## src/rtl/wb_arbiter.sv

```systemverilog
// wb_arbiter: merges ALU results and buffered slow-unit results onto the register bank write port
// Optional build macro WB_ARBITER_STATS_EN adds a saturating stall_count output.
module wb_arbiter #(
  parameter int DEPTH = 2,
  parameter int PTR_W = 1
) (
  input  logic        clk,
  input  logic        reset,
`ifdef WB_ARBITER_STATS_EN
  output logic [31:0] stall_count,
`endif
  input  logic        alu_valid,
  input  logic [3:0]  alu_addr,
  input  logic [31:0] alu_data,
  input  logic        alu_high,
  output logic        alu_stall,
  input  logic        mu_valid,
  output logic        mu_ready,
  input  logic [3:0]  mu_addr,
  input  logic [31:0] mu_data,
  input  logic [3:0]  addr_a,
  input  logic [3:0]  addr_b,
  output logic        pending_a,
  output logic        pending_b,
  output logic [3:0]  addr_d,
  output logic [31:0] data_d,
  output logic        we,
  output logic        we_high
);
  localparam logic [PTR_W:0] FULL = (PTR_W+1)'(DEPTH);

  logic [3:0]       r_fifo_addr [DEPTH];
  logic [31:0]      r_fifo_data [DEPTH];
  logic [PTR_W-1:0] r_rd_ptr, r_wr_ptr;
  logic [PTR_W:0]   r_count;
  logic [DEPTH-1:0] w_valid;
  logic [PTR_W-1:0] w_off;
  logic             w_hit_a, w_hit_b, w_waw, w_full, w_sel_fifo, w_push, w_pop;

  // Occupancy of each slot relative to the head, and address matches against live entries
  always_comb begin
    w_valid = '0;
    w_off = '0;
    w_hit_a = 1'b0;
    w_hit_b = 1'b0;
    w_waw = 1'b0;
    for (int i = 0; i < DEPTH; i++) begin
      w_off = PTR_W'(i) - r_rd_ptr;
      w_valid[i] = {1'b0, w_off} < r_count;
      w_hit_a = w_hit_a | (w_valid[i] && r_fifo_addr[i] == addr_a);
      w_hit_b = w_hit_b | (w_valid[i] && r_fifo_addr[i] == addr_b);
      w_waw = w_waw | (w_valid[i] && r_fifo_addr[i] == alu_addr);
    end
  end

  assign w_full     = r_count == FULL;
  assign mu_ready   = !w_full;
  assign w_push     = mu_valid && mu_ready;
  assign w_sel_fifo = r_count != '0 && (!alu_valid || w_full || (alu_addr != 4'd0 && w_waw));
  assign w_pop      = w_sel_fifo;
  assign alu_stall  = alu_valid && w_sel_fifo;
  assign pending_a  = addr_a != 4'd0 && w_hit_a;
  assign pending_b  = addr_b != 4'd0 && w_hit_b;

  // FIFO storage; slots are only meaningful while counted, so no reset is needed
  always_ff @(posedge clk) begin
    if (w_push) begin
      r_fifo_addr[r_wr_ptr] <= mu_addr;
      r_fifo_data[r_wr_ptr] <= mu_data;
    end
  end

  // FIFO pointers and occupancy; pointers wrap naturally at DEPTH
  always_ff @(posedge clk or posedge reset) begin
    if (reset) begin
      r_rd_ptr <= '0;
      r_wr_ptr <= '0;
      r_count <= '0;
    end else begin
      r_rd_ptr <= r_rd_ptr + PTR_W'(w_pop);
      r_wr_ptr <= r_wr_ptr + PTR_W'(w_push);
      r_count <= r_count + (PTR_W+1)'(w_push) - (PTR_W+1)'(w_pop);
    end
  end

  // Bank write register; r0 writes are consumed but never enabled
  always_ff @(posedge clk or posedge reset) begin
    if (reset) begin
      addr_d <= '0;
      data_d <= '0;
      we <= 1'b0;
      we_high <= 1'b0;
    end else if (w_sel_fifo) begin
      addr_d <= r_fifo_addr[r_rd_ptr];
      data_d <= r_fifo_data[r_rd_ptr];
      we <= r_fifo_addr[r_rd_ptr] != 4'd0;
      we_high <= 1'b0;
    end else if (alu_valid) begin
      addr_d <= alu_addr;
      data_d <= alu_data;
      we <= alu_addr != 4'd0;
      we_high <= alu_high;
    end else begin
      we <= 1'b0;
    end
  end

`ifdef WB_ARBITER_STATS_EN
  logic [31:0] r_stall_count;

  // Saturating count of cycles in which the ALU result was held back
  always_ff @(posedge clk or posedge reset) begin
    if (reset) r_stall_count <= '0;
    else if (alu_stall && r_stall_count != 32'hFFFF_FFFF) r_stall_count <= r_stall_count + 32'd1;
  end

  assign stall_count = r_stall_count;
`endif
endmodule

```

## config.mk

```make
export PLATFORM = sky130hd
export DESIGN_NAME = wb_arbiter
export DESIGN_NICKNAME = d
export VERILOG_FILES = /design/src/rtl/wb_arbiter.sv
export SDC_FILE = /design/constraint.sdc
export NUM_CORES = 1
export LEC_CHECK = 0
export BUFFER_PORTS_ARGS = -buffer_cell sky130_fd_sc_hd__clkbuf_2
export CORE_MARGIN = 2
export CORE_UTILIZATION = 54
export DETAILED_ROUTE_END_ITERATION = 8
export GPL_TIMING_DRIVEN = 0
export PLACE_DENSITY = 0.9
export SLEW_MARGIN = 20
export SYNTH_ARGS = -nofsm -noshare
export SYNTH_HDL_FRONTEND = slang
export SYNTH_SLANG_ARGS = --single-unit
```

## constraint.sdc

```tcl
create_clock -name clk -period 3.1 [get_ports clk]
set_input_delay 0.62 -clock clk [delete_from_list [all_inputs] [get_ports clk]]
set_output_delay 0.62 -clock clk [all_outputs]
set_load 0.005 [all_outputs]
```

==> impl_metrics.ini, run 1 <==
[run]
max_cap_violations = 0

[final_layout]
drive_gt1_share_pct = 37.0
antenna_cells = 0
finalInstanceArea_um2 = 6860
syn2layout_area_growth_pct = 29.8
nets = 651
final_cell_mix = 125 x clkbuf_2, 72 x edfxtp_1, 42 x dfrtp_1
mostFrequentLayoutCell = clkbuf_2
final_util_pct = 71.1

[timing]
timing.final.ws_setup_ns = 0.155
whs_ns = 0.0806
post-route-min-period_ns = 2.95
fmax_mhz = 340
max_slew.worst_pin.slew_ns = 0.986
fin_crit_sh_pct = 95.0
setup_viol = 0
rsz0062_at_grt = no
clock_skew_ns = 0.00658
hold_violations = 0
slew_violations = 0
setup_tns_ns = 0
max-slew-margin-rel_pct = 33.7

[clocking]
cts-root-buf = clkbuf_8
holdBufCountCts = 0
cts.sinks = 114
clkLatencyLatePin_ns = 0.51
cts_tree = built
path_clk_slew_ns = 0.06
clk_path_buf_depth = 2
numCtsBuffers = 17
ctsHtreeMaxLevel = 4

[worst_setup_path]
crit_path_end_kind = output port
cp-startpoint = r_fifo_addr[0][1]
cp-start-kind = flop
crit_fanout = 5
r2r-start = r_fifo_addr[1][0]
crit_required_ns = 2.48
criticalPathCategory = reg2out
crit_arrival_ns = 2.33

[placement]
pre_cts_ws_ns = 0.0418
io_buffers = 125
place_congestion = 0.827
placed_cell_area_um2 = 6150
hpwl_um = 8770

[global_routing]
grt_first_pass_wirelength_um = 19400
antenna_found_initial = 0
grt_max_degree = 27
grt.overflow.total = 0
grt_use_total_pct = 25.1
grt_pass1_vias = 3910

[power]
p_comb_share_pct = 37.1
seqPwrFrac_pct = 34.4
powerDensity_nw_per_um2 = 1030
switching_share_pct = 33.7
leakagePower_nw = 2.75
p_switching_w = 0.00238
pwr-share-clk_pct = 28.5
vdd_ir_drop_max_uv = 610
internal-power_w = 0.00467

[yosys]
syn_inst = 407
synth_nets = 496
yosysWarnings = 0
synth_edf_count = 72
avgSynthCellArea_um2 = 13.0
synthFlopType = edfxtp_1
ys_seq_area_share_pct = 60.8
ys_ff_latch = 114
synthArstFlopShare_pct = 36.8
syn-cell-area_um2 = 5280
post_synth_num_cell_types = 39

[drt]
via_count = 3924
postRouteWirelength_um = 12700
wire_per_inst_um = 17.9
dr.pass1.iters = 5
postRouteAntennaNets = 0
viasPerCell = 5.54
drt_iter0_markers = 240
drc = 0

[floorplanning]
coreArea_um2 = 9640
die_w_um = 103
initial_core_util_pct = 54.8
rows = 36
dieArea_um2 = 10600
die_y_um = 103
io_pins = 127

[status]
status = finished clean

[min_path]
holdCritPathClass = in2async
[cells in the mapped netlist, types with 3 or more instances]
| cell type | number | area [µm²] |
|---|---|---|
| edfxtp_1 | 72 | 2160 |
| o31ai_1 | 32 | 240 |
| o21ai_1 | 30 | 150 |
| xor2_1 | 17 | 149 |
| dfrtp_1 | 42 | 1050 |
| nor4_1 | 6 | 37.5 |
| nand2_1 | 40 | 150 |
| a221oi_1 | 4 | 35.0 |
| nor2_1 | 6 | 22.5 |
| inv_1 | 6 | 22.5 |
| mux2i_1 | 9 | 90.1 |
| clkbuf_1 | 24 | 90.1 |
| nor2b_1 | 34 | 213 |
| buf_6 | 3 | 33.8 |
| xnor2_1 | 10 | 87.6 |
| buf_4 | 3 | 22.5 |
| buf_2 | 6 | 30.0 |
| a221oi_2 | 28 | 420 |
| ha_1 | 4 | 50.1 |
[power by group through the flow]
stage	Sequential [W]	Clock, W	Combinational [W]
after global routing	0.00247	0.00211	0.00288
final	0.00242	0.00201	0.00261
after detailed placement	0.00244	0	0.00254
after global placement	0.00243	0	0.00237
after floorplan	0.00242	0	0.00167
after CTS	0.00241	0.00203	0.00261
[cell families after synthesis]
kind of cell    count (synthesis)  synth area share (%)
fa+ha+maj                       4                 0.947
compound gates                111                  18.5
flops                         114                  60.8
mux                             9                  1.71
buf+inv                        42                  3.77
xor+xnor                       27                  4.48
simple gates                  100                  9.83
[metrics by stage]
stage / total power, W / std cells
2_1_floorplan: 0.00409 / 407
3_3_place_gp: 0.00480 / 665
3_5_place_dp: 0.00498 / 668
4_1_cts: 0.00705 / 702
5_1_grt: 0.00745 / 708
6_report: 0.00705 / 708
[final timing paths]
| check | to | slack [ns] | cells past startpoint |
|---|---|---|---|
| setup / recovery | alu_stall | 0.15 | 7 |
| hold / removal | data_d[11] | 0.08 | 2 |
| setup reg to reg | data_d[31] | 0.68 | 10 |
| hold reg to reg | data_d[4] | 0.48 | 2 |
| max in group asynchronous | data_d[23] | 2.53 | 3 |
| min in group clk | r_fifo_data[1][27] | 0.30 | 1 |
[critical path, stage by stage, from the launching register on]
cell	delay [ns]
edfxtp_1	0.48
xnor2_1	0.21
o211ai_1	0.20
o31ai_4	0.35
nor2_4	0.09
inv_1	0.21
and2_1	0.16
clkbuf_2	0.11
[sequential cells by signal (all words and copies together) (netlist names)]
register	cells
addr_d	4
data_d	32
r_count	2
r_fifo_addr	8
r_fifo_data	64
r_rd_ptr	1
r_wr_ptr	1
we	1
we_high	1
[repair_timing]
item	CTS	global route
endpoints found under the setup margin	1	1
buffers inserted	2	8
pin swaps	2	2
gates resized for setup	2	2
[per-layer routing]
layer  routed length [µm]  part of all wire, %  global-route usage [%]  vias to the layer above
li1                     -                    -                       -                     1851
met3                  737                  5.8                    6.31                       21
met2                 6420                   51                    40.7                      161
met4                  255                  2.0                    10.0                        0
met5                    0                    0                       0                        -
met1                 5240                   41                    32.6                     1891
[area by class of cell]
class                      instances  area [µm²]
buffer                            34         169
clock buffer                      18         418
clock inverter                    14         193
fill                             690        2780
inverter                           6        22.5
multi-input combinational        251        1900
sequential                       114        3210
tap                              133         166
timing repair buffer             138         776
No activity file was read; power rests on OpenSTA's default activity.
==> inputs of run 2 (changes only) <==
CORE_UTILIZATION = 51   (was 54)
PLACE_DENSITY = 0.87   (was 0.9)
SLEW_MARGIN = not set   (was 20)
==> run 2 against run 1 <==
Global-route usage shrank 1.6 points. Count of clock-buffer cells in the layout unchanged. Setup slack worse by 0.029 ns. Wire length is 1.6% lower. Highest routed layer unchanged. Via count shrank 1.5%. Largest power group unchanged. Critical path type unchanged. Flip-flop and latch count stayed put. Worst hold slack gained 0.22 ns. Critical endpoint unchanged. Critical path depth grew 1.
==> impl_metrics.ini, run 2 (synthesized netlist as in run 1, its figures left out) <==
[status]
status = finished clean

[global_routing]
grt_use_total_pct = 23.5
grt_pass1_vias = 3992
grt_max_degree = 43
grt_first_pass_wirelength_um = 20000
grt.overflow.total = 0
antenna_found_initial = 0

[final_layout]
final_util_pct = 66.0
reg.largest.list = r_fifo_data (64), data_d (32), r_fifo_addr (8)
antenna_cells = 0
drive_gt1_share_pct = 36.6
nets = 641
finalInstanceArea_um2 = 6730
mostFrequentLayoutCell = clkbuf_2
final_cell_mix = 125 x clkbuf_2, 72 x edfxtp_1, 42 x dfrtp_1
largest_reg_flops = 64
regMostFlops = r_fifo_data
syn2layout_area_growth_pct = 27.3

[floorplanning]
coreArea_um2 = 10200
dieArea_um2 = 11200
initial_core_util_pct = 51.9
die_y_um = 106
die_w_um = 106
io_pins = 127
rows = 37

[timing]
max_slew.worst_pin.slew_ns = 0.937
clock_skew_ns = 0.00928
setup_viol = 0
slew_violations = 0
max-slew-margin-rel_pct = 37.1
post-route-min-period_ns = 2.97
hold_violations = 0
fin_crit_sh_pct = 95.9
fmax_mhz = 336
whs_ns = 0.300

[run]
max_cap_violations = 0

[power]
vdd_ir_drop_max_uv = 629
switching_share_pct = 34.6
leakagePower_nw = 2.66
p_comb_share_pct = 36.5
seqPwrFrac_pct = 34.9
p_switching_w = 0.00240
p_total_w = 0.00694
powerDensity_nw_per_um2 = 1030
internal-power_w = 0.00454
pwr-share-clk_pct = 28.5

[worst_setup_path]
r2r-start = r_count[0]
rrSetupSlack_ns = 0.68
rr_worst_depth = 11
criticalPathCategory = reg2out
crit_arrival_ns = 2.35
crit_path_end_kind = output port
cp-start-kind = flop
crit_fanout = 5
crit_required_ns = 2.48
r2r_end = r_count[1]

[drt]
postRouteWirelength_um = 12500
viasPerCell = 5.51
postRouteAntennaNets = 0
drc = 0
wire_per_inst_um = 17.8
drt_iter0_markers = 316
dr.pass1.iters = 4
via_count = 3864

[clocking]
numCtsBuffers = 17
cts.sinks = 114
path_clk_slew_ns = 0.06
ctsHtreeMaxLevel = 4
clkLatencyLatePin_ns = 0.51
cts_tree = built
clk_path_buf_depth = 2
cts-root-buf = clkbuf_8
holdBufCountCts = 0

[placement]
io_buffers = 125
placed_cell_area_um2 = 6080
place_congestion = 0.881
hpwl_um = 8450

[min_path]
holdCritPathClass = in2async
-- run 2: changes by cell type in the layout (fill, tap and decap cells not counted) --
cell,change
clkbuf_1,+1
bufinv_16,-1
buf_16,-2
buf_4,-8
clkinvlp_4,+4
clkinv_1,-5
inv_6,+1
buf_12,-1
clkinv_2,+1
-- run 2: worst max-delay path, cell delays in order, from the launching register on --
cell and delay (ns):
edfxtp_1 0.32, clkbuf_1 0.29, xnor2_1 0.16, nand2_1 0.13, o31ai_4 0.37, nor2_4 0.09, inv_1 0.21, and2_1 0.16
clkbuf_2 0.11
-- run 2: how the worst max path moves through the flow --
stage	startpoint	end	slack (ns)
5_1_grt	r_fifo_addr[0][0]	alu_stall	-0.004
2_1_floorplan	alu_addr[0]	r_count[1]	0.67
4_1_cts	r_count[0]	alu_stall	0.02
3_3_place_gp	alu_addr[3]	alu_stall	0.05
6_report	r_fifo_addr[0][0]	alu_stall	0.13
3_5_place_dp	alu_addr[3]	alu_stall	0.03
-- run 2: per-stage QoR --
| step | setup slack (ns) | TNS, ns | instances |
|---|---|---|---|
| floorplan | 0.667 | 0 | 407 |
| global placement | 0.0548 | 0 | 668 |
| detailed placement | 0.0268 | 0 | 668 |
| CTS | 0.0225 | 0 | 702 |
| global route | -0.00441 | -0.00441 | 701 |
| finish | 0.126 | 0 | 701 |
-- run 2: area by class of cell --
type | instances | area [µm²]
Sequential cell | 114 | 3210
Tap cell | 136 | 170
Fill cell | 735 | 3460
Buffer | 35 | 173
Inverter | 6 | 22.5
Clock buffer | 18 | 418
Clock inverter | 14 | 188
Timing Repair Buffer | 127 | 641
Multi-Input combinational cell | 251 | 1900
-- run 2: power by group through the flow --
stage	clock network [W]	registers, W	logic (W)
final	0.00198	0.00243	0.00254
after global routing	0.00208	0.00247	0.00279
after CTS	0.00200	0.00242	0.00254
after detailed placement	0	0.00244	0.00248
after global placement	0	0.00243	0.00238
after floorplan	0	0.00242	0.00167
-- run 2: routing by layer --
layer	share of wire, %	GRT usage (%)	wire length (µm)
met4	1.5	8.74	187
met3	6.6	5.94	819
met2	50	38.2	6240
met1	42	30.6	5210
met5	0	0	0
-- run 2: timing repair --
item / in CTS / in global routing
setup buffers: 2 / 0
pin swaps: 2 / 1
endpoints found under the setup margin: 1 / 1
gates resized for setup: 2 / 2
hold endpoints to repair: 0 / 0
